$ cat src/rtl/ex_stage_pipe.sv
// Execute stage with valid/ready handshakes: single-cycle ALU ops, a multi-cycle multiply,
// result flags, destination-tag passthrough and a flush that kills in-flight work.
module ex_stage_pipe #(
    parameter int DATA_W     = 32,
    parameter int IMM_W      = 16,
    parameter int TAG_W      = 5,
    parameter int MUL_CYCLES = 4
) (
    input  logic              clk,
    input  logic              reset,
    input  logic              flush,
    input  logic              in_valid,
    output logic              in_ready,
    input  logic [DATA_W-1:0] reg1_data,
    input  logic [DATA_W-1:0] reg2_data,
    input  logic [IMM_W-1:0]  imm,
    input  logic              imm_sext,
    input  logic              alu_src,
    input  logic [3:0]        alu_op,
    input  logic [TAG_W-1:0]  tag_in,
    output logic              out_valid,
    input  logic              out_ready,
    output logic [DATA_W-1:0] alu_result,
    output logic [TAG_W-1:0]  tag_out,
    output logic              zero,
    output logic              overflow,
    output logic              illegal
);
    localparam int SH_W  = $clog2(DATA_W);
    localparam int CNT_W = $clog2(MUL_CYCLES);
    localparam logic [CNT_W-1:0] CNT_LOAD = CNT_W'(MUL_CYCLES - 2);

    localparam logic [3:0] OP_ADD  = 4'd0;
    localparam logic [3:0] OP_SUB  = 4'd1;
    localparam logic [3:0] OP_AND  = 4'd2;
    localparam logic [3:0] OP_OR   = 4'd3;
    localparam logic [3:0] OP_XOR  = 4'd4;
    localparam logic [3:0] OP_SLL  = 4'd5;
    localparam logic [3:0] OP_SRL  = 4'd6;
    localparam logic [3:0] OP_SRA  = 4'd7;
    localparam logic [3:0] OP_SLT  = 4'd8;
    localparam logic [3:0] OP_SLTU = 4'd9;
    localparam logic [3:0] OP_MUL  = 4'd10;

    typedef enum logic [1:0] {S_IDLE, S_MUL, S_HOLD} state_t;

    state_t            state;
    logic [CNT_W-1:0]  cnt;
    logic [DATA_W-1:0] mul_a;
    logic [DATA_W-1:0] mul_b;
    logic [TAG_W-1:0]  mul_tag;
    logic [DATA_W-1:0] mul_prod;

    logic [DATA_W-1:0] imm_ext;
    logic [DATA_W-1:0] operand_b;
    logic [DATA_W-1:0] sum;
    logic [DATA_W-1:0] diff;
    logic [DATA_W-1:0] alu_comb;
    logic              ovf_comb;
    logic              ill_comb;
    logic              accept;

    assign imm_ext   = {{(DATA_W-IMM_W){imm_sext & imm[IMM_W-1]}}, imm};
    assign operand_b = alu_src ? imm_ext : reg2_data;
    assign sum       = reg1_data + operand_b;
    assign diff      = reg1_data - operand_b;
    assign mul_prod  = mul_a * mul_b;

    assign out_valid = (state == S_HOLD);
    assign in_ready  = (state != S_MUL) && (!out_valid || out_ready);
    assign accept    = in_valid && in_ready && !flush;

    // NOTE: every output of a combinational block gets a default first, so no path infers a latch.
    always_comb begin
        alu_comb = '0;
        ovf_comb = 1'b0;
        ill_comb = 1'b0;
        case (alu_op)
            OP_ADD: begin
                alu_comb = sum;
                ovf_comb = (reg1_data[DATA_W-1] == operand_b[DATA_W-1]) &&
                           (sum[DATA_W-1] != reg1_data[DATA_W-1]);
            end
            OP_SUB: begin
                alu_comb = diff;
                ovf_comb = (reg1_data[DATA_W-1] != operand_b[DATA_W-1]) &&
                           (diff[DATA_W-1] != reg1_data[DATA_W-1]);
            end
            OP_AND:  alu_comb = reg1_data & operand_b;
            OP_OR:   alu_comb = reg1_data | operand_b;
            OP_XOR:  alu_comb = reg1_data ^ operand_b;
            OP_SLL:  alu_comb = reg1_data << operand_b[SH_W-1:0];
            OP_SRL:  alu_comb = reg1_data >> operand_b[SH_W-1:0];
            OP_SRA:  alu_comb = $signed(reg1_data) >>> operand_b[SH_W-1:0];
            OP_SLT:  alu_comb = {{(DATA_W-1){1'b0}}, $signed(reg1_data) < $signed(operand_b)};
            OP_SLTU: alu_comb = {{(DATA_W-1){1'b0}}, reg1_data < operand_b};
            OP_MUL:  alu_comb = '0;
            default: ill_comb = 1'b1;
        endcase
    end

    // NOTE: sequential state uses non-blocking assignments so every register samples pre-edge values.
    always_ff @(posedge clk) begin
        if (!reset) begin
            state      <= S_IDLE;
            cnt        <= '0;
            alu_result <= '0;
            tag_out    <= '0;
            zero       <= 1'b0;
            overflow   <= 1'b0;
            illegal    <= 1'b0;
            // NOTE: multiply operand/tag registers are pure datapath and are deliberately left unreset.
        end else if (flush) begin
            state <= S_IDLE;
            cnt   <= '0;
        end else if (accept) begin
            if (alu_op == OP_MUL) begin
                state   <= S_MUL;
                cnt     <= CNT_LOAD;
                mul_a   <= reg1_data;
                mul_b   <= operand_b;
                mul_tag <= tag_in;
            end else begin
                state      <= S_HOLD;
                alu_result <= alu_comb;
                tag_out    <= tag_in;
                zero       <= (alu_comb == '0);
                overflow   <= ovf_comb;
                illegal    <= ill_comb;
            end
        end else if (state == S_MUL) begin
            // Counter starts at MUL_CYCLES-2 so the result lands MUL_CYCLES-1 edges after accept.
            if (cnt == '0) begin
                state      <= S_HOLD;
                alu_result <= mul_prod;
                tag_out    <= mul_tag;
                zero       <= (mul_prod == '0);
                overflow   <= 1'b0;
                illegal    <= 1'b0;
            end else begin
                cnt <= cnt - 1'b1;
            end
        end else if (out_valid && out_ready) begin
            state <= S_IDLE;
        end
    end
endmodule

$ cat config.mk
export PLATFORM = sky130hd
export DESIGN_NAME = ex_stage_pipe
export DESIGN_NICKNAME = d
export VERILOG_FILES = /design/src/rtl/ex_stage_pipe.sv
export SDC_FILE = /design/constraint.sdc
export NUM_CORES = 2
export LEC_CHECK = 0
export CELL_PAD_IN_SITES_DETAIL_PLACEMENT = 0
export CELL_PAD_IN_SITES_GLOBAL_PLACEMENT = 1
export CORE_MARGIN = 5
export CORE_UTILIZATION = 44
export CTS_CLUSTER_DIAMETER = 100
export DETAILED_ROUTE_END_ITERATION = 16
export PLACE_DENSITY_LB_ADDON = 0.05
export SKIP_LAST_GASP = 1
export SLEW_MARGIN = 15
export SYNTH_ARGS = -nofsm -noshare
export SYNTH_HDL_FRONTEND = slang
export SYNTH_SLANG_ARGS = --single-unit
$ cat constraint.sdc
create_clock -name clk -period 6.6 [get_ports clk]
set_input_delay 0.66 -clock clk [delete_from_list [all_inputs] [get_ports clk]]
set_output_delay 0.66 -clock clk [all_outputs]
set_load 0.01 [all_outputs]
==> impl_metrics.toml <==
[final_layout]
share_of_cells_above_drive_strength_1_pct = 15.5
layout_utilization_pct = 53.6
synthToLayoutAreaGrowth_pct = 21.3
num-nets-final = 4554
final_cells = 4708
layout.filler_cells = 6088
highest_count_cells_in_the_layout_ignoring_fill_and_taps = "sky130_fd_sc_hd__inv_1, sky130_fd_sc_hd__nand2_1, sky130_fd_sc_hd__fa_1"
layout.cells.most_common = "sky130_fd_sc_hd__inv_1"

[yosys]
synthFlopType = "sky130_fd_sc_hd__edfxtp_1"
synthesis.yosys.warnings = 0
number_of_enable_flip_flop_cells_after_synthesis = 69
synth_cell_types = 95
synth_cells = 3499
seq_area_frac_synth_pct = 10.2
synthArstFlopShare_pct = 0
number_of_storage_elements_in_the_synthesis_netlist = 113
synthesis.nets = 4226
avgSynthCellArea_um2 = 8.26
synthesis.area_mm2 = 0.0289

[timing]
final-max-slew-violation-count = 0
setup_repair_after_global_routing_missed_its_margin = "yes"
hold_violations = 0
slew_headroom_pct = 12.0
finalWorstSetupSlack_ns = -0.602
min_period_ns = 7.20
timing.clock.skew_ns = 0.0205
min_period_over_period_pct = 109
timing.final.setup_violations = 15
max_slew.worst_pin.slew_ns = 1.31
max_clock_freq_mhz = 139

[clocking]
tritoncts_buffer_count = 17
clock-sinks = 113
ctsHtreeMaxLevel = 4
clkLatencyLatePin_ns = 0.47
tritoncts_clock_tree = "done"
cts_root_buf = "sky130_fd_sc_hd__clkbuf_16"
cts.path.max_buffers = 2
cts.clk_slew.worst_paths_ns = 0.08

[worst_setup_path]
r2r_start = "mul_a[5]"
timing.rr.end = "zero"
timing.reg2reg.worst_path_depth = 29
timing.critical_path.arrival_ns = 7.59
critical_path_required_ns = 6.99
crit_path_start_kind = "flip-flop"
critPathSlowestCell = "sky130_fd_sc_hd__fa_2"
critPathKind = "reg -> reg"
worstPathMaxFanout = 5
slowest_delay_ns = 0.54
setup.reg_to_reg.worst_slack_ns = -0.60
path_common_cell = "sky130_fd_sc_hd__fa_1"
worstSetupEndpointType = "flip-flop"

[pwr]
power.share.clock_pct = 17.2
ir_drop_uv = 198
seqPwrFrac_pct = 13.8
cellPowerDensity_mw_per_mm2 = 167
pwr-share-comb_pct = 69.0
switching_part_of_the_total_pct = 46.7
switching_power_mw = 2.73
cellLeakagePower_nw = 15.8
internal_power_component_mw = 3.12
total_design_power_mw = 5.85

[global_routing]
globalRouteTotalUtil_pct = 36.8
grt_first_pass_wirelength_mm = 195
grt-ovfl-total = 0
largest_net_degree_at_the_start_of_global_routing = 69
via_count_of_the_first_global_routing_pass = 29481
grt_antenna_before_repair = 9

[min_path]
hold-path-cell-count = 2
worstHoldPathType = "reg -> reg"
min_delay_worst_endpoint = "alu_result[17]"
hold_start = "alu_result[17]"

[routing]
detail-route-antenna-nets = 0
drt_pre_antenna_iters = 6
route.detailed.drc = 0
drt-total-wl_mm = 133
drt-vias-per-instance = 5.97
detailedRoute.firstIterationViolations = 2823
wl_cell_um = 28.2
via_count = 28092

[outcome]
outcome = "complete, but fails checks"
failing_checks = "negative setup slack"

[flow_run]
max-cap-violations = 0

[placed_design]
place.gp.congestion = 1.06
port_buffers = 137
dpl.hpwl_mm = 111
place_inst = 4653

[floorplan]
rows = 94
fp.coreArea_mm2 = 0.0654
die_w_um = 266
chipHeight_um = 266
die_area_mm2 = 0.0709
initial_core_util_pct = 44.2
top_level_ports = 138
layer usage:
layer	track usage (%)	part of all wire [%]	vias up
met1	45.4	38	14080
met2	61.0	47	1380
li1	-	-	12270
met4	21.1	7.2	2
met5	0	0.015	-
met3	6.43	7.3	360
cell type report:
type	count	area (um^2)	share of cell area [%]
multi-input cells	2690	24100	68.6
repair buffers	522	4520	12.9
flip-flops and latches	113	2950	8.43
inverters	483	1820	5.19
well taps	864	1080	3.08
clock buffers	17	425	1.21
clock inverters	15	181	0.518
diodes	4	10.0	0.0286
flip-flops by register name (all words and copies together) (netlist names):
signal      flops
zero            1
mul_tag         5
mul_b          32
illegal         1
cnt             2
overflow        1
alu_result     32
mul_a          32
tag_out         5
state           2
cells in the mapped netlist, drive strengths merged, types with 20 or more instances:
library cell	instances	share of area, %
inv	480	6.3
nand2	424	5.5
fa	410	28
and2	327	7.1
ha	221	9.6
nor2	216	2.8
a21oi	209	3.6
clkbuf	163	2.1
o21ai	114	2.0
xnor2	73	2.2
edfxtp	69	7.2
mux2i	55	2.1
buf	50	1.0
a211oi	46	1.2
nand3	46	0.80
dfxtp	44	3.0
nor3	40	0.69
o211ai	36	0.94
a22oi	31	0.81
a221oi	29	0.90
a31oi	28	0.61
xor2	24	0.73
a21o	23	0.60
nand2b	22	0.48
nor2b	22	0.48
o22ai	22	0.48
nor4	20	0.43
worst max path at each step:
stage                                end  cells after the start  slack, ns  startpoint
after floorplan                     zero                     28      -0.29   mul_a[13]
after global placement              zero                     29      -0.73    mul_b[2]
after detailed placement  alu_result[31]                     26      -0.75    mul_b[2]
after CTS                           zero                     29      -0.52    mul_b[5]
after global routing                zero                     28      -0.89    mul_b[5]
final                               zero                     29      -0.60    mul_a[5]
metrics by stage:
| stage | cell area [um^2] | worst slack, ns | setup TNS [ns] | hold WS, ns |
|---|---|---|---|---|
| floorplan | 29100 | -0.289 | -0.872 | 0.458 |
| global placement | 33600 | -0.729 | -7.31 | 0.445 |
| detailed placement | 33600 | -0.746 | -8.56 | 0.459 |
| CTS | 34500 | -0.522 | -6.06 | 0.472 |
| global route | 35000 | -0.887 | -10.28 | 0.499 |
| finish | 35000 | -0.602 | -6.44 | 0.465 |
timing repair:
item                                    CTS  global route
pin swaps                                20            69
gates resized for setup                  42           101
hold buffers                              0             0
buffers inserted                         14            15
endpoints found under the setup margin   17            21
cloned                                    0             1
cell families after synthesis:
| kind of cell | synth area share, % |
|---|---|
| AO/OA/AOI/OAI | 16.6 |
| XOR/XNOR | 2.94 |
| adder cells (fa/ha/maj) | 38.0 |
| buffers and inverters | 9.44 |
| flip-flops | 10.2 |
| multiplexers | 3.02 |
| AND/OR/NAND/NOR | 19.8 |
worst max-delay path: cells and delay by family (launching register included):
family	cells	cell delay, ns
flops	1	0.46
xor+xnor	1	0.15
buf+inv	6	0.73
fa+ha+maj	9	3.85
compound gates	5	0.66
simple gates	8	1.26
power by group through the flow:
stage               Clock, mW  Combinational (mW)  Sequential [mW]
finish                   1.01                4.03            0.805
global route             1.05                4.26            0.808
floorplan                   0                1.81            0.828
detailed placement          0                3.43            0.820
global placement            0                3.42            0.820
CTS                      1.02                3.72            0.806
(Power assumes the default switching activity.)
